## config.mk

```make
export PLATFORM = sky130hd
export DESIGN_NAME = execute_stage
export DESIGN_NICKNAME = d
export VERILOG_FILES = /design/src/rtl/execute_stage.sv
export SDC_FILE = /design/constraint.sdc
export NUM_CORES = 1
export LEC_CHECK = 0
export CELL_PAD_IN_SITES_DETAIL_PLACEMENT = 0
export CELL_PAD_IN_SITES_GLOBAL_PLACEMENT = 1
export CORE_MARGIN = 8
export CORE_UTILIZATION = 47
export CTS_CLUSTER_DIAMETER = 60
export DETAILED_ROUTE_END_ITERATION = 12
export PLACE_DENSITY_LB_ADDON = 0.1
export RECOVER_POWER = 100
export SYNTH_ARGS = -nofsm -noshare
export SYNTH_HDL_FRONTEND = slang
export SYNTH_SLANG_ARGS = --single-unit
```

## constraint.sdc

```tcl
create_clock -name clk -period 5.9 [get_ports clk]
set_input_delay 1.18 -clock clk [delete_from_list [all_inputs] [get_ports clk]]
set_output_delay 1.18 -clock clk [all_outputs]
set_load 0.02 [all_outputs]
```

## src/rtl/execute_stage.sv

```systemverilog
// EX stage of the 5-stage pipeline: single-cycle ALU ops plus a one-bit-per-cycle shift-add
// multiplier, registered into the EX/MEM latch that feeds the memory stage.
module execute_stage #(
  parameter int DATA_W = 32,
  parameter int RD_W   = 5
) (
  input  logic              clk,
  input  logic              rst,
  input  logic              DX_valid,
  input  logic [3:0]        DX_ALUctr,
  input  logic              DX_ALUSrc,
  input  logic [DATA_W-1:0] A,
  input  logic [DATA_W-1:0] DX_B,
  input  logic [15:0]       DX_imm,
  input  logic [DATA_W-1:0] DX_MD,
  input  logic [RD_W-1:0]   DX_RD,
  input  logic              DX_MemtoReg,
  input  logic              DX_RegWrite,
  input  logic              DX_MemRead,
  input  logic              DX_MemWrite,
  output logic              EX_stall,
  output logic              XM_MemtoReg,
  output logic              XM_RegWrite,
  output logic              XM_MemRead,
  output logic              XM_MemWrite,
  output logic [DATA_W-1:0] ALUout,
  output logic [RD_W-1:0]   XM_RD,
  output logic [DATA_W-1:0] XM_MD
);

  localparam int               CNT_W    = $clog2(DATA_W);
  localparam logic [CNT_W-1:0] CNT_LAST = CNT_W'(DATA_W - 1);

  localparam logic [3:0] OP_AND = 4'd0;
  localparam logic [3:0] OP_OR  = 4'd1;
  localparam logic [3:0] OP_ADD = 4'd2;
  localparam logic [3:0] OP_SLL = 4'd3;
  localparam logic [3:0] OP_SRL = 4'd4;
  localparam logic [3:0] OP_SUB = 4'd6;
  localparam logic [3:0] OP_SLT = 4'd7;
  localparam logic [3:0] OP_MUL = 4'd8;

  typedef enum logic {S_IDLE, S_BUSY} state_e;

  typedef struct packed {
    logic memtoreg;
    logic regwrite;
    logic memread;
    logic memwrite;
  } ctl_t;

  state_e            r_state, w_state_next;
  logic [CNT_W-1:0]  r_cnt;
  logic [DATA_W-1:0] r_acc, r_mcand, r_mplier;
  ctl_t              r_mul_ctl;
  logic [RD_W-1:0]   r_mul_rd;
  logic [DATA_W-1:0] r_mul_md;
  ctl_t              r_xm_ctl;

  logic [DATA_W-1:0] w_op_b, w_alu, w_acc_next;
  ctl_t              w_dx_ctl;
  logic              w_is_mul, w_single, w_mul_last, w_stall;

  assign w_op_b     = DX_ALUSrc ? {{(DATA_W-16){DX_imm[15]}}, DX_imm} : DX_B;
  assign w_dx_ctl   = {DX_MemtoReg, DX_RegWrite, DX_MemRead, DX_MemWrite};
  assign w_is_mul   = DX_valid && (DX_ALUctr == OP_MUL);
  assign w_single   = (r_state == S_IDLE) && DX_valid && (DX_ALUctr != OP_MUL);
  assign w_mul_last = (r_state == S_BUSY) && (r_cnt == CNT_LAST);
  assign w_acc_next = r_mcand[0] ? r_acc + r_mplier : r_acc;

  always_comb begin
    // NOTE: every always_comb output gets a default first, so no path can infer a latch.
    w_alu = '0;
    case (DX_ALUctr)
      OP_AND:  w_alu = A & w_op_b;
      OP_OR:   w_alu = A | w_op_b;
      OP_ADD:  w_alu = A + w_op_b;
      OP_SUB:  w_alu = A - w_op_b;
      OP_SLT:  w_alu = DATA_W'($signed(A) < $signed(w_op_b));
      OP_SLL:  w_alu = A << w_op_b[4:0];
      OP_SRL:  w_alu = A >> w_op_b[4:0];
      default: w_alu = '0;
    endcase
  end

  always_comb begin
    w_state_next = r_state;
    w_stall      = 1'b0;
    case (r_state)
      S_IDLE: begin
        if (w_is_mul) begin
          w_state_next = S_BUSY;
          w_stall      = 1'b1;
        end
      end
      S_BUSY: begin
        // Stall drops in the last step so the next instruction enters on the result edge.
        w_stall = !w_mul_last;
        if (w_mul_last) w_state_next = S_IDLE;
      end
      default: w_state_next = S_IDLE;
    endcase
  end

  assign EX_stall = rst && w_stall;

  // NOTE: sequential state uses non-blocking assignments so every register samples pre-edge values.
  always_ff @(posedge clk or negedge rst) begin
    if (!rst) r_state <= S_IDLE;
    else      r_state <= w_state_next;
  end

  always_ff @(posedge clk or negedge rst) begin
    if (!rst) begin
      r_cnt     <= '0;
      r_acc     <= '0;
      r_mcand   <= '0;
      r_mplier  <= '0;
      r_mul_ctl <= '0;
      r_mul_rd  <= '0;
      r_mul_md  <= '0;
    end else if (r_state == S_IDLE) begin
      if (w_is_mul) begin
        r_cnt     <= '0;
        r_acc     <= '0;
        r_mcand   <= A;
        r_mplier  <= w_op_b;
        r_mul_ctl <= w_dx_ctl;
        r_mul_rd  <= DX_RD;
        r_mul_md  <= DX_MD;
      end
    end else begin
      r_acc    <= w_acc_next;
      r_mcand  <= r_mcand >> 1;
      r_mplier <= r_mplier << 1;
      r_cnt    <= r_cnt + CNT_W'(1);
    end
  end

  // EX/MEM latch: single-cycle result, final product, or a bubble.
  always_ff @(posedge clk or negedge rst) begin
    if (!rst) begin
      r_xm_ctl <= '0;
      ALUout   <= '0;
      XM_RD    <= '0;
      XM_MD    <= '0;
    end else if (w_single) begin
      r_xm_ctl <= w_dx_ctl;
      ALUout   <= w_alu;
      XM_RD    <= DX_RD;
      XM_MD    <= DX_MD;
    end else if (w_mul_last) begin
      r_xm_ctl <= r_mul_ctl;
      ALUout   <= w_acc_next;
      XM_RD    <= r_mul_rd;
      XM_MD    <= r_mul_md;
    end else begin
      r_xm_ctl <= '0;
      ALUout   <= '0;
      XM_RD    <= '0;
      XM_MD    <= '0;
    end
  end

  assign {XM_MemtoReg, XM_RegWrite, XM_MemRead, XM_MemWrite} = r_xm_ctl;

endmodule

```

==> impl_metrics.py <==
metrics = {
    "global_route": {
        "grt_pass1_vias": 18313,
        "antenna_found_initial": 5,
        "grt_overflow": 0,
        "grt_max_degree": 88,
        "grt_pass1_wl_mm": 115.9,
        "grt_use_total_pct": 33.24,
    },
    "power": {
        "pwr-share-comb_pct": 41.4,
        "p_int_mw": 3.947,
        "power_frac_seq_pct": 32.2,
        "p_clk_share_pct": 26.4,
        "switching_share_pct": 40.02,
        "leakage_nw": 9.934,
        "max-vdd-ir-drop_mv": 0.2592,
        "pwr_density_cell_nw_per_um2": 302.6,
        "p_total_mw": 6.581,
        "switchingPower_mw": 2.634,
    },
    "critical_path": {
        "crit_path_frequent_cell": "a21oi_1",
        "arrival_ps": 5860,
        "worstSetupStartpointType": "primary input",
        "path_delay_family": "compound AO/OA/AOI/OAI gates",
        "path_cells": "buf_2 -> buf_12 -> mux2i_4 -> buf_4 -> clkbuf_1 -> a31oi_1 -> a21oi_1 -> mux2i_1 -> nand2_1 -> a21oi_1 -> a311oi_1 -> o22ai_1 -> a211o_1",
        "crit_type": "in -> reg",
        "crit_fanout": 32,
        "critPathRequiredTime_ps": 6350,
        "endpoint_kind": "register",
        "worst_path_largest_cell_delay_ps": 1060,
        "slowest_stage": "clkbuf_1",
        "path_buf_inv": 4,
    },
    "clock_tree": {
        "hold_buffers": 0,
        "cts_tree": "built",
        "clockBufferDepth": 3,
        "postCtsSetupRepairBufs": 0,
        "clock_latency_ps": 560,
        "h-tree-depth": 1,
        "numCtsBuffers": 29,
        "clock_sinks": 216,
        "cts_resized": 0,
        "path_clk_slew_ps": 70,
        "root_buffer": "clkbuf_16",
    },
    "synth": {
        "yosysWarnings": 0,
        "syn_avg_cell_area_sq_um": 8.053,
        "netlist_area_sq_um": 18330,
        "synth_cell_type_count": 83,
        "syn_nets": 2541,
        "syn_inst": 2276,
        "yosysSeqAreaShare_pct": 29.49,
        "synth_seq_cells": 216,
        "synth-edff-count": 0,
        "synth_ff_type": "dfrtp_1",
        "synthArstFlopShare_pct": 100.0,
    },
    "route": {
        "drt_wl_total_mm": 77.11,
        "wl_per_cell_um": 26.16,
        "firstDrtPassIters": 6,
        "postRouteAntennaNets": 0,
        "route.detailed.drc": 0,
        "vias_per_cell": 6.373,
        "detail_route.iter0.violations": 2039,
        "via_count": 18789,
    },
    "die": {
        "dieWidth_um": 213.5,
        "fp.dieArea_sq_um": 45570,
        "core-area_sq_um": 38560,
        "rows": 72,
        "die_h_um": 213.5,
        "initial_core_util_pct": 47.54,
        "ios": 203,
    },
    "placement": {
        "port_buffers": 202,
        "dp_cells": 2900,
        "hpwl_mm": 59.50,
        "placed_area_sq_um": 20900,
        "place.gp.congestion": 1.024,
        "dp_slack_ps": 367.7,
    },
    "cells_and_area": {
        "area_growth_pct": 18.67,
        "finalNonFillerCells": 2948,
        "final_common_cell": "nand2_1",
        "final_nets": 2678,
        "drive_gt1_share_pct": 7.699,
        "final_cell_area_sq_um": 21750,
        "post-route-util_pct": 56.41,
        "final_cell_mix": "nand2_1, a21oi_1, nor2_1, dfrtp_1, o21ai_0",
    },
    "outcome": {
        "violations": "capacitance limit, slew limit",
        "status": "finished with violations",
    },
    "sta": {
        "fmax_mhz": 184.6,
        "tightest_slew_ps": 2497,
        "min_period_over_period_pct": 91.80,
        "fin_tns_setup_ps": 0,
        "finalHoldViolCount": 0,
        "drv_slew": 303,
        "fin_skew_ps": 14.75,
        "setup_viol": 0,
        "relSlewSlack_pct": -66.45,
        "final.setup.worst_slack_ps": 484.0,
        "fin_crit_ps": 5416,
        "hold_slack_ps": 476.4,
        "rsz0062_at_grt": "false",
    },
    "worst_hold_path": {
        "hp-class": "reg -> reg",
    },
    "job": {
        "max-cap-violations": 6,
    },
}
==> layer usage <==
metal  track usage, %  wire [um]
met5                0         41
met4            9.147       2418
met3            7.337       7216
met2            51.69      34190
met1            46.19      33250
==> flip-flops by register name, indices dropped and copies added, names as in the netlist <==
register	cells
XM_MemtoReg	1
r_mul_ctl	4
XM_MemWrite	1
XM_MD	32
r_mul_md	32
ALUout	32
XM_MemRead	1
r_mcand	32
XM_RegWrite	1
XM_RD	5
r_acc	32
r_cnt	5
r_mplier	32
r_state	1
r_mul_rd	5
==> synthesized netlist by cell type, types with 10 or more instances <==
| master | number | share of area (%) |
|---|---|---|
| xnor2_1 | 45 | 2.2 |
| a32oi_1 | 13 | 0.62 |
| nand3_1 | 44 | 1.2 |
| inv_1 | 100 | 2.0 |
| a211oi_1 | 33 | 1.4 |
| clkbuf_1 | 109 | 2.2 |
| buf_2 | 28 | 0.76 |
| o221ai_1 | 24 | 1.1 |
| dfrtp_1 | 216 | 29 |
| o2111ai_1 | 10 | 0.48 |
| and3_1 | 11 | 0.38 |
| o211ai_1 | 26 | 1.1 |
| ha_1 | 133 | 9.1 |
| mux2_2 | 46 | 2.8 |
| o21bai_1 | 23 | 0.94 |
| nand2b_1 | 10 | 0.34 |
| xor2_1 | 18 | 0.86 |
| nor3_1 | 21 | 0.57 |
| a21o_1 | 37 | 1.5 |
| a22o_1 | 46 | 2.2 |
| mux2i_1 | 115 | 6.3 |
| buf_1 | 16 | 0.33 |
| a221oi_1 | 13 | 0.62 |
| o21ai_0 | 150 | 4.1 |
| o22ai_1 | 27 | 0.92 |
| nor4_1 | 12 | 0.41 |
| o21ai_1 | 32 | 0.87 |
| a31oi_1 | 22 | 0.75 |
| nand2_1 | 275 | 5.6 |
| nor2_1 | 222 | 4.5 |
| a21oi_1 | 251 | 6.9 |
==> cell type report <==
type | count | area (sq um)
inverter | 109 | 409.1
clock buffer | 38 | 819.5
tap | 518 | 648.1
clock inverter | 9 | 122.6
antenna | 1 | 2.502
sequential | 216 | 5410
fill | 3619 | 16810
multi-input combinational | 1794 | 11890
timing repair buffer | 263 | 2451
==> worst paths after layout <==
check / start / to / slack (ps) / cells after the start
worst max-delay path: DX_ALUSrc / ALUout[28] / 480 / 13
worst min-delay path: r_mcand[23] / r_mcand[22] / 480 / 2
worst max register to register: r_mplier[0] / ALUout[30] / 1350 / 13
worst min register to register: r_mcand[23] / r_mcand[22] / 480 / 2
max in group asynchronous: rst / r_state / 1860 / 2
min in group asynchronous: rst / r_mplier[7] / 1220 / 1
==> cell families (layout without fill, tap and decap cells) <==
| group | Yosys count | count (layout) | share of synthesized area [%] |
|---|---|---|---|
| XOR/XNOR | 63 | 63 | 3.010 |
| buffers and inverters | 266 | 419 | 5.741 |
| adder cells (fa/ha/maj) | 136 | 136 | 9.407 |
| flip-flops | 216 | 216 | 29.49 |
| AO/OA/AOI/OAI | 787 | 787 | 27.46 |
| AND/OR/NAND/NOR | 639 | 639 | 14.80 |
| other | 0 | 1 | 0 |
| multiplexers | 169 | 169 | 10.09 |
==> power by group through the flow <==
stage	Clock [mW]	Sequential [mW]	Combinational (mW)
2_1_floorplan	0	2.04	1.86
3_3_place_gp	0	2.11	2.63
3_5_place_dp	0	2.13	2.67
4_1_cts	1.76	2.11	2.69
5_1_grt	1.81	2.16	2.96
6_report	1.74	2.12	2.72
==> tightest hold or removal path: cells and delay by family (launching register included) <==
family	cells	cell delay, ps
flip-flops	1	340
AND/OR/NAND/NOR	1	50
AO/OA/AOI/OAI	1	60
No activity file was read; power rests on OpenSTA's default activity.
